## src/rtl/fp_pkg.sv

```systemverilog
// Shared definitions for the iterative floating-point multiplier: rounding modes,
// FSM state encoding and width-parametrised special-value constants.
package fp_pkg;

    typedef enum logic [2:0] {
        RM_RNE = 3'b000,
        RM_RTZ = 3'b001,
        RM_RDN = 3'b010,
        RM_RUP = 3'b011,
        RM_RMM = 3'b100
    } rmode_e;

    typedef enum logic [1:0] {
        ST_IDLE = 2'd0,
        ST_MUL  = 2'd1,
        ST_RND  = 2'd2,
        ST_DONE = 2'd3
    } fsm_state_e;

    localparam int FP_MAX_W = 64;
    localparam logic [FP_MAX_W-1:0] FP_ONE = 1;

    function automatic logic [FP_MAX_W-1:0] ones(input int n);
        return (FP_ONE << n) - FP_ONE;
    endfunction

    // Callers slice the low 1+exp_w+frc_w bits; the sign bit is always zero.
    function automatic logic [FP_MAX_W-1:0] canon_nan(input int exp_w, input int frc_w);
        return (ones(exp_w) << frc_w) | (FP_ONE << (frc_w - 1));
    endfunction

    function automatic logic [FP_MAX_W-1:0] max_finite(input int exp_w, input int frc_w);
        return ((ones(exp_w) - FP_ONE) << frc_w) | ones(frc_w);
    endfunction

    function automatic logic round_up(input logic [2:0] mode, input logic sign,
                                      input logic lsb, input logic guard,
                                      input logic rbit, input logic sticky);
        logic inexact;
        inexact  = guard | rbit | sticky;
        round_up = guard & (rbit | sticky | lsb);
        case (mode)
            RM_RTZ:  round_up = 1'b0;
            RM_RDN:  round_up = inexact & sign;
            RM_RUP:  round_up = inexact & ~sign;
            RM_RMM:  round_up = guard;
            default: ;
        endcase
    endfunction

endpackage

```

## src/rtl/fp_mul_iter_if.sv

```systemverilog
// Operand/result handshake bundle for fp_mul_iter; master drives operands, slave is the multiplier.
interface fp_mul_iter_if #(
    parameter int EXP_W = 8,
    parameter int FRC_W = 23
);
    localparam int W = 1 + EXP_W + FRC_W;

    logic         in_valid;
    logic         in_ready;
    logic [W-1:0] fp_X;
    logic [W-1:0] fp_Y;
    logic [2:0]   r_mode;
    logic         out_valid;
    logic         out_ready;
    logic [W-1:0] fp_Z;
    logic         ovrf;
    logic         udrf;

    modport master (
        output in_valid, fp_X, fp_Y, r_mode, out_ready,
        input  in_ready, out_valid, fp_Z, ovrf, udrf
    );

    modport slave (
        input  in_valid, fp_X, fp_Y, r_mode, out_ready,
        output in_ready, out_valid, fp_Z, ovrf, udrf
    );
endinterface

```

## src/rtl/booth_r4_step.sv

```systemverilog
// One radix-4 Booth iteration: recode two multiplier bits, add the partial product to the
// accumulator, then arithmetic-shift the {acc, multiplier, q_m1} chain right by two.
module booth_r4_step #(
    parameter int N  = 24,
    parameter int AW = N + 3,
    parameter int QW = 26
) (
    input  logic [N-1:0]  mcand,
    input  logic [AW-1:0] acc,
    input  logic [QW-1:0] mq,
    input  logic          q_m1,
    output logic [AW-1:0] acc_nxt,
    output logic [QW-1:0] mq_nxt,
    output logic          q_m1_nxt
);
    logic [AW-1:0] m_ext;
    logic [AW-1:0] pp;
    logic [AW-1:0] sum;

    assign m_ext = AW'(mcand);

    always_comb begin
        pp = '0;
        case ({mq[1:0], q_m1})
            3'b001, 3'b010: pp = m_ext;
            3'b011:         pp = m_ext << 1;
            3'b100:         pp = -(m_ext << 1);
            3'b101, 3'b110: pp = -m_ext;
            default:        pp = '0;
        endcase
    end

    assign sum      = acc + pp;
    assign acc_nxt  = {{2{sum[AW-1]}}, sum[AW-1:2]};
    assign mq_nxt   = {sum[1:0], mq[QW-1:2]};
    assign q_m1_nxt = mq[1];
endmodule

```

## src/rtl/fp_mul_iter.sv

```systemverilog
// Iterative IEEE-style multiplier: Booth radix-4 significand product over ITER cycles, then a
// single normalise/round cycle. Special operands (NaN/inf/zero/subnormal) bypass straight to DONE.
module fp_mul_iter #(
    parameter int EXP_W = 8,
    parameter int FRC_W = 23
) (
    input logic          clk,
    input logic          rst,
    fp_mul_iter_if.slave bus
);
    import fp_pkg::*;

    localparam int W    = 1 + EXP_W + FRC_W;
    localparam int N    = FRC_W + 1;
    localparam int ITER = (FRC_W + 3) / 2;
    localparam int QW   = 2 * ITER;
    localparam int AW   = N + 3;
    localparam int PW   = 2 * N;
    localparam int CW   = $clog2(ITER + 1);
    localparam int EW   = EXP_W + 2;
    localparam int BIAS = (1 << (EXP_W - 1)) - 1;

    localparam logic [1:0] S_IDLE = ST_IDLE;
    localparam logic [1:0] S_MUL  = ST_MUL;
    localparam logic [1:0] S_RND  = ST_RND;
    localparam logic [1:0] S_DONE = ST_DONE;

    localparam logic [FP_MAX_W-1:0] NAN_FULL = canon_nan(EXP_W, FRC_W);
    localparam logic [FP_MAX_W-1:0] MAX_FULL = max_finite(EXP_W, FRC_W);
    localparam logic [W-1:0]        QNAN     = NAN_FULL[W-1:0];
    localparam logic [W-2:0]        MAX_MAG  = MAX_FULL[W-2:0];
    localparam logic [W-2:0]        INF_MAG  = {{EXP_W{1'b1}}, {FRC_W{1'b0}}};
    localparam logic [EW-1:0]       EXP_ONES = {2'b00, {EXP_W{1'b1}}};

    logic [1:0]       state;
    logic [CW-1:0]    cnt;
    logic             sign_q;
    logic [EXP_W-1:0] ex_q;
    logic [EXP_W-1:0] ey_q;
    logic [FRC_W-1:0] fx_q;
    logic [2:0]       mode_q;
    logic [AW-1:0]    acc;
    logic [AW-1:0]    acc_nxt;
    logic [QW-1:0]    mq;
    logic [QW-1:0]    mq_nxt;
    logic             q_m1;
    logic             q_m1_nxt;
    logic [W-1:0]     z_q;
    logic             ovrf_q;
    logic             udrf_q;

    logic [EXP_W-1:0] in_ex;
    logic [EXP_W-1:0] in_ey;
    logic [FRC_W-1:0] in_fx;
    logic [FRC_W-1:0] in_fy;
    logic             in_sign;
    logic             x_nan, y_nan, x_inf, y_inf, x_zero, y_zero;
    logic             special;
    logic [W-1:0]     special_z;

    // Subnormals count as zero here, so inf times a subnormal also yields the canonical NaN.
    always_comb begin
        in_ex     = bus.fp_X[W-2 -: EXP_W];
        in_ey     = bus.fp_Y[W-2 -: EXP_W];
        in_fx     = bus.fp_X[FRC_W-1:0];
        in_fy     = bus.fp_Y[FRC_W-1:0];
        in_sign   = bus.fp_X[W-1] ^ bus.fp_Y[W-1];
        x_nan     = (&in_ex) & (|in_fx);
        y_nan     = (&in_ey) & (|in_fy);
        x_inf     = (&in_ex) & ~(|in_fx);
        y_inf     = (&in_ey) & ~(|in_fy);
        x_zero    = ~(|in_ex);
        y_zero    = ~(|in_ey);
        special   = x_nan | y_nan | x_inf | y_inf | x_zero | y_zero;
        special_z = {in_sign, {(W-1){1'b0}}};
        if (x_nan || y_nan || (x_inf && y_zero) || (y_inf && x_zero)) begin
            special_z = QNAN;
        end else if (x_inf || y_inf) begin
            special_z = {in_sign, INF_MAG};
        end
    end

    booth_r4_step #(
        .N  (N),
        .AW (AW),
        .QW (QW)
    ) u_step (
        .mcand    ({1'b1, fx_q}),
        .acc      (acc),
        .mq       (mq),
        .q_m1     (q_m1),
        .acc_nxt  (acc_nxt),
        .mq_nxt   (mq_nxt),
        .q_m1_nxt (q_m1_nxt)
    );

    logic [AW+QW-1:0] full;
    logic [PW-1:0]    prod;
    logic [PW-1:0]    norm;
    logic [FRC_W-1:0] frac;
    logic [FRC_W:0]   frac_sum;
    logic             guard, rbit, sticky, inc, carry;
    logic [EW-1:0]    exp_fin;
    logic             ovf, udf;
    logic [W-2:0]     ovf_mag;
    logic [W-1:0]     rnd_z;
    logic             unused_bits;

    // The exponent is computed two bits wider than stored so that overflow and the
    // negative (underflow) range are both visible after the bias subtraction.
    always_comb begin
        full     = {acc, mq};
        prod     = full[PW-1:0];
        norm     = prod[PW-1] ? prod : (prod << 1);
        frac     = norm[PW-2 -: FRC_W];
        guard    = norm[N-1];
        rbit     = norm[N-2];
        sticky   = |norm[N-3:0];
        inc      = round_up(mode_q, sign_q, frac[0], guard, rbit, sticky);
        frac_sum = {1'b0, frac} + {{FRC_W{1'b0}}, inc};
        carry    = frac_sum[FRC_W];
        exp_fin  = EW'(ex_q) + EW'(ey_q) + EW'(prod[PW-1]) + EW'(carry) - EW'(BIAS);
        ovf      = !exp_fin[EW-1] && (exp_fin >= EXP_ONES);
        udf      = exp_fin[EW-1] || (exp_fin == '0);
        ovf_mag  = INF_MAG;
        if ((mode_q == RM_RTZ) || (mode_q == RM_RDN && !sign_q) || (mode_q == RM_RUP && sign_q)) begin
            ovf_mag = MAX_MAG;
        end
        if (ovf) begin
            rnd_z = {sign_q, ovf_mag};
        end else if (udf) begin
            rnd_z = {sign_q, {(W-1){1'b0}}};
        end else begin
            rnd_z = {sign_q, exp_fin[EXP_W-1:0], frac_sum[FRC_W-1:0]};
        end
    end

    assign unused_bits = ^{full[AW+QW-1:PW], norm[PW-1]};

    always_ff @(posedge clk) begin
        if (rst) begin
            state  <= S_IDLE;
            cnt    <= '0;
            sign_q <= 1'b0;
            ex_q   <= '0;
            ey_q   <= '0;
            fx_q   <= '0;
            mode_q <= '0;
            acc    <= '0;
            mq     <= '0;
            q_m1   <= 1'b0;
            z_q    <= '0;
            ovrf_q <= 1'b0;
            udrf_q <= 1'b0;
        end else begin
            case (state)
                S_IDLE: begin
                    if (bus.in_valid) begin
                        if (special) begin
                            state  <= S_DONE;
                            z_q    <= special_z;
                            ovrf_q <= 1'b0;
                            udrf_q <= 1'b0;
                        end else begin
                            state  <= S_MUL;
                            sign_q <= in_sign;
                            ex_q   <= in_ex;
                            ey_q   <= in_ey;
                            fx_q   <= in_fx;
                            mode_q <= bus.r_mode;
                            acc    <= '0;
                            mq     <= QW'({1'b1, in_fy});
                            q_m1   <= 1'b0;
                            cnt    <= '0;
                        end
                    end
                end
                S_MUL: begin
                    acc  <= acc_nxt;
                    mq   <= mq_nxt;
                    q_m1 <= q_m1_nxt;
                    if (cnt == CW'(ITER - 1)) begin
                        state <= S_RND;
                        cnt   <= '0;
                    end else begin
                        cnt <= cnt + 1'b1;
                    end
                end
                S_RND: begin
                    state  <= S_DONE;
                    z_q    <= rnd_z;
                    ovrf_q <= ovf;
                    udrf_q <= udf;
                end
                S_DONE: begin
                    if (bus.out_ready) begin
                        state <= S_IDLE;
                    end
                end
                default: state <= S_IDLE;
            endcase
        end
    end

    assign bus.in_ready  = (state == S_IDLE);
    assign bus.out_valid = (state == S_DONE);
    assign bus.fp_Z      = z_q;
    assign bus.ovrf      = ovrf_q;
    assign bus.udrf      = udrf_q;
endmodule
```

## src/flat_wrapper.sv

```systemverilog
// flat-port wrapper written by rule: the top's interface ports become plain ports
module fp_mul_iter_flat import fp_pkg::*;
#(
    parameter int EXP_W = 8,
    parameter int FRC_W = 23
)
  (clk, rst, bus_in_valid, bus_fp_X, bus_fp_Y, bus_r_mode, bus_out_ready, bus_in_ready, bus_out_valid, bus_fp_Z, bus_ovrf, bus_udrf);
  fp_mul_iter_if #(.EXP_W(EXP_W), .FRC_W(FRC_W)) bus_i ();
  input logic clk;
  input logic rst;
  input wire logic [$bits(bus_i.in_valid)-1:0] bus_in_valid;
  input wire logic [$bits(bus_i.fp_X)-1:0] bus_fp_X;
  input wire logic [$bits(bus_i.fp_Y)-1:0] bus_fp_Y;
  input wire logic [$bits(bus_i.r_mode)-1:0] bus_r_mode;
  input wire logic [$bits(bus_i.out_ready)-1:0] bus_out_ready;
  output wire logic [$bits(bus_i.in_ready)-1:0] bus_in_ready;
  output wire logic [$bits(bus_i.out_valid)-1:0] bus_out_valid;
  output wire logic [$bits(bus_i.fp_Z)-1:0] bus_fp_Z;
  output wire logic [$bits(bus_i.ovrf)-1:0] bus_ovrf;
  output wire logic [$bits(bus_i.udrf)-1:0] bus_udrf;
  assign bus_i.in_valid = bus_in_valid;
  assign bus_i.fp_X = bus_fp_X;
  assign bus_i.fp_Y = bus_fp_Y;
  assign bus_i.r_mode = bus_r_mode;
  assign bus_i.out_ready = bus_out_ready;
  assign bus_in_ready = bus_i.in_ready;
  assign bus_out_valid = bus_i.out_valid;
  assign bus_fp_Z = bus_i.fp_Z;
  assign bus_ovrf = bus_i.ovrf;
  assign bus_udrf = bus_i.udrf;
  fp_mul_iter #(.EXP_W(EXP_W), .FRC_W(FRC_W)) u_core (.clk(clk), .rst(rst), .bus(bus_i));
endmodule
```

## config.mk

```make
export PLATFORM = sky130hd
export DESIGN_NAME = fp_mul_iter_flat
export DESIGN_NICKNAME = d
export VERILOG_FILES = /design/src/rtl/fp_pkg.sv /design/src/rtl/fp_mul_iter_if.sv /design/src/rtl/booth_r4_step.sv /design/src/rtl/fp_mul_iter.sv /design/src/flat_wrapper.sv
export SDC_FILE = /design/constraint.sdc
export NUM_CORES = 1
export LEC_CHECK = 0
export ABC_AREA = 0
export CAP_MARGIN = 20
export CORE_ASPECT_RATIO = 1.4
export CORE_MARGIN = 5
export CORE_UTILIZATION = 52
export DETAILED_ROUTE_END_ITERATION = 8
export GPL_ROUTABILITY_DRIVEN = 0
export GPL_TIMING_DRIVEN = 0
export HOLD_SLACK_MARGIN = 0.06
export PLACE_DENSITY = 0.74
export RECOVER_POWER = 100
export SYNTH_ARGS = -nofsm -noshare
export SYNTH_HDL_FRONTEND = slang
export SYNTH_HIERARCHICAL = 1
export SYNTH_SLANG_ARGS = --single-unit
```

## constraint.sdc

```tcl
create_clock -name clk -period 13.1 [get_ports clk]
set_clock_uncertainty 0.2 [all_clocks]
set_input_delay 3.93 -clock clk [delete_from_list [all_inputs] [get_ports clk]]
set_output_delay 3.93 -clock clk [all_outputs]
set_load 0.05 [all_outputs]
```

==> metrics.yaml <==
outcome: "finished clean"
die_area_sq_um: 23100
dp_cells: 1777
num-nets-final: 1669
yosys.area_share.simple: 0.254
arrival_ns: 8.53
cts-root-buf: "clkbuf_16"
finalHoldViolCount: 0
peakVddDrop_v: 0.000110
rsz0062_at_grt: "false"
tns_ns: 0
fill_cells: 1875
synth.avg_cell_area_sq_um: 7.38
synth_top_family_by_area: "simple AND/OR/NAND/NOR gates"
min_period_ns: 8.38
synth_ff_type: "dfxtp_1"
firstDrtPassIters: 5
initial_core_util: 0.526
ys_seq_elements: 137
layout-drive-gt1-share: 0.0604
drv_cap: 0
num_io_pins: 107
synth-compound-area-share: 0.250
fp.dieW_microns: 130
worstPathMaxFanout: 10
worstSetupPathType: "reg2reg"
critPathMaxStageDelay_ns: 0.89
synthAdderAreaFrac: 0.0668
grt_max_degree: 17
antenna_found_initial: 0
postCtsSetupRepairBufs: 0
post-dp-hpwl_microns: 24800
cts_hold_buffers: 0
cts_tree: "yes"
synth_xor_area_frac: 0.0503
clk_latency_ns: 0.43
cts_buffers: 17
mostFrequentLayoutCells: "nand2_1 (226), a21oi_1 (161), dfxtp_1 (137)"
synthCells: 1416
area.growth.synth_to_final_pct: 18.6
cts_sinks: 137
stdcell_count: 1808
num_vias: 11000
wire_per_inst_microns: 17.7
final_common_cell: "nand2_1"
htree_levels: 4
netlist_top_cells_area: "dfxtp_1 (26%), nand2_1 (8.1%), a21oi_1 (7.7%)"
clockBufferDepth: 2
synth_edf_count: 0
finalCritPeriodShare: 0.640
cts_resized: 0
routed_wl_microns: 32100
report.final.slew_viol_count: 0
track_usage: 0.270
synth-warning-count: 6
grt_pass1_wl_microns: 50000
grt-ovfl-total: 0
hp-class: "reg2reg"
place_area_sq_um: 11800
synth_cell_types: 82
io_buffers: 105
fin_util: 0.624
viasPerCell: 6.07
die_h_microns: 178
final_area_sq_um: 12400
path_common_cell: "clkbuf_1"
rrSetupSlack_ns: 4.72
report.power.total_uw: 2320
core.rowCount: 61
num_antenna_cells: 0
ys_async_sr_fraction: 0
critPathLaunchType: "flip-flop"
synth_top_area_frac: 0.263
clk_pin_slew_ns: 0.06
synth_mux_area_frac: 0.0470
ys_seq_area_frac: 0.263
tightest_slew_ns: 1.39
core_area_sq_um: 19800
fmax_mhz: 119
crit_path_top_delay_cell: "nor4b_1"
grt_pass1_vias: 10100
drc_errors: 0
cp-end-kind: "flip-flop"
synth_area_sq_um: 10400
yosys.area.top_type: "dfxtp_1"
power_density_nw_per_um2: 188
drt_iter0_drc: 1080
relSlewSlack: 0.0627
p_leak_uw: 0.00478
setup_violations: 0
cp.required_ns: 13.25
detail-route-antenna-nets: 0
[critical path, delay by kind of cell, from the launching register on]
kind / cells / cell delay [ns]
buf+inv: 6 / 2.60
mux: 1 / 0.27
simple gates: 7 / 2.08
compound gates: 8 / 1.84
flops: 1 / 0.43
fa+ha+maj: 3 / 0.88
[Yosys cell counts (21+ instances only)]
| cell | number |
|---|---|
| xnor2_1 | 44 |
| nor3_1 | 28 |
| clkbuf_1 | 71 |
| nor2_1 | 103 |
| a211oi_1 | 34 |
| a21oi_1 | 161 |
| o21ai_1 | 24 |
| nand2_1 | 226 |
| a21o_1 | 22 |
| ha_1 | 51 |
| a31oi_1 | 21 |
| dfxtp_1 | 137 |
| buf_4 | 29 |
| o21ai_0 | 43 |
| nand3_1 | 56 |
| nor4_1 | 23 |
| inv_1 | 31 |
| mux2i_1 | 40 |
[path summary, 6_finish.rpt]
check	startpoint	endpoint	cells past startpoint
min	u_core/bus.fp_Z[11]$_SDFFE_PP0P_	u_core/bus.fp_Z[11]$_SDFFE_PP0P_	2
max	u_core/acc[21]$_SDFFE_PP0P_	u_core/bus.fp_Z[3]$_SDFFE_PP0P_	25
min reg2reg	u_core/bus.fp_Z[11]$_SDFFE_PP0P_	u_core/bus.fp_Z[11]$_SDFFE_PP0P_	2
max reg2reg	u_core/acc[21]$_SDFFE_PP0P_	u_core/bus.fp_Z[3]$_SDFFE_PP0P_	25
[registers in the layout, summed over array words and instances, names as in the netlist]
| name | flops |
|---|---|
| u_core/bus.udrf | 1 |
| u_core/q_m1 | 1 |
| u_core/cnt | 4 |
| u_core/ey_q | 8 |
| u_core/sign_q | 1 |
| u_core/acc | 27 |
| u_core/state | 2 |
| u_core/bus.ovrf | 1 |
| u_core/mode_q | 3 |
| u_core/fx_q | 23 |
| u_core/mq | 26 |
| u_core/bus.fp_Z | 32 |
| u_core/ex_q | 8 |
[layer usage]
layer / vias to the layer above / wire length [microns] / global-route usage
met2: 406 / 16000 / 0.485
met1: 5126 / 12900 / 0.317
met5: - / 0 / 0
met3: 92 / 1650 / 0.0298
met4: 0 / 1570 / 0.127
li1: 5344 / - / -
[final cells by class]
cell class                      instances  area [sq um]  share of cell area
Inverter                               31           116             0.00939
Multi-Input combinational cell       1130          6970               0.563
Timing Repair Buffer                  105          1050              0.0849
Tap cell                              252           315              0.0255
Buffer                                122           601              0.0485
Sequential cell                       137          2740               0.221
Clock inverter                         14           165              0.0133
Clock buffer                           17           425              0.0343
[through the flow]
stage	setup WS, ns	hold WS [ns]
final	4.72	0.245
after global placement	5.83	0.233
after floorplan	7.16	0.231
after CTS	5.75	0.249
after global routing	4.29	0.275
after detailed placement	5.77	0.240
[power breakdown]
group / switching (uW) / internal [uW]
sequential: 88.6 / 493
clock: 201 / 285
combinational: 783 / 473
total: 1070 / 1250
[kinds of logic (layout without fill, tap and decap cells)]
group           Yosys count  in the layout
other cells               1              5
mux                      48             48
flops                   137            137
fa+ha+maj                54             54
buf+inv                 153            289
compound gates          411            411
xor+xnor                 60             60
simple gates            552            552
(Power assumes the default switching activity.)
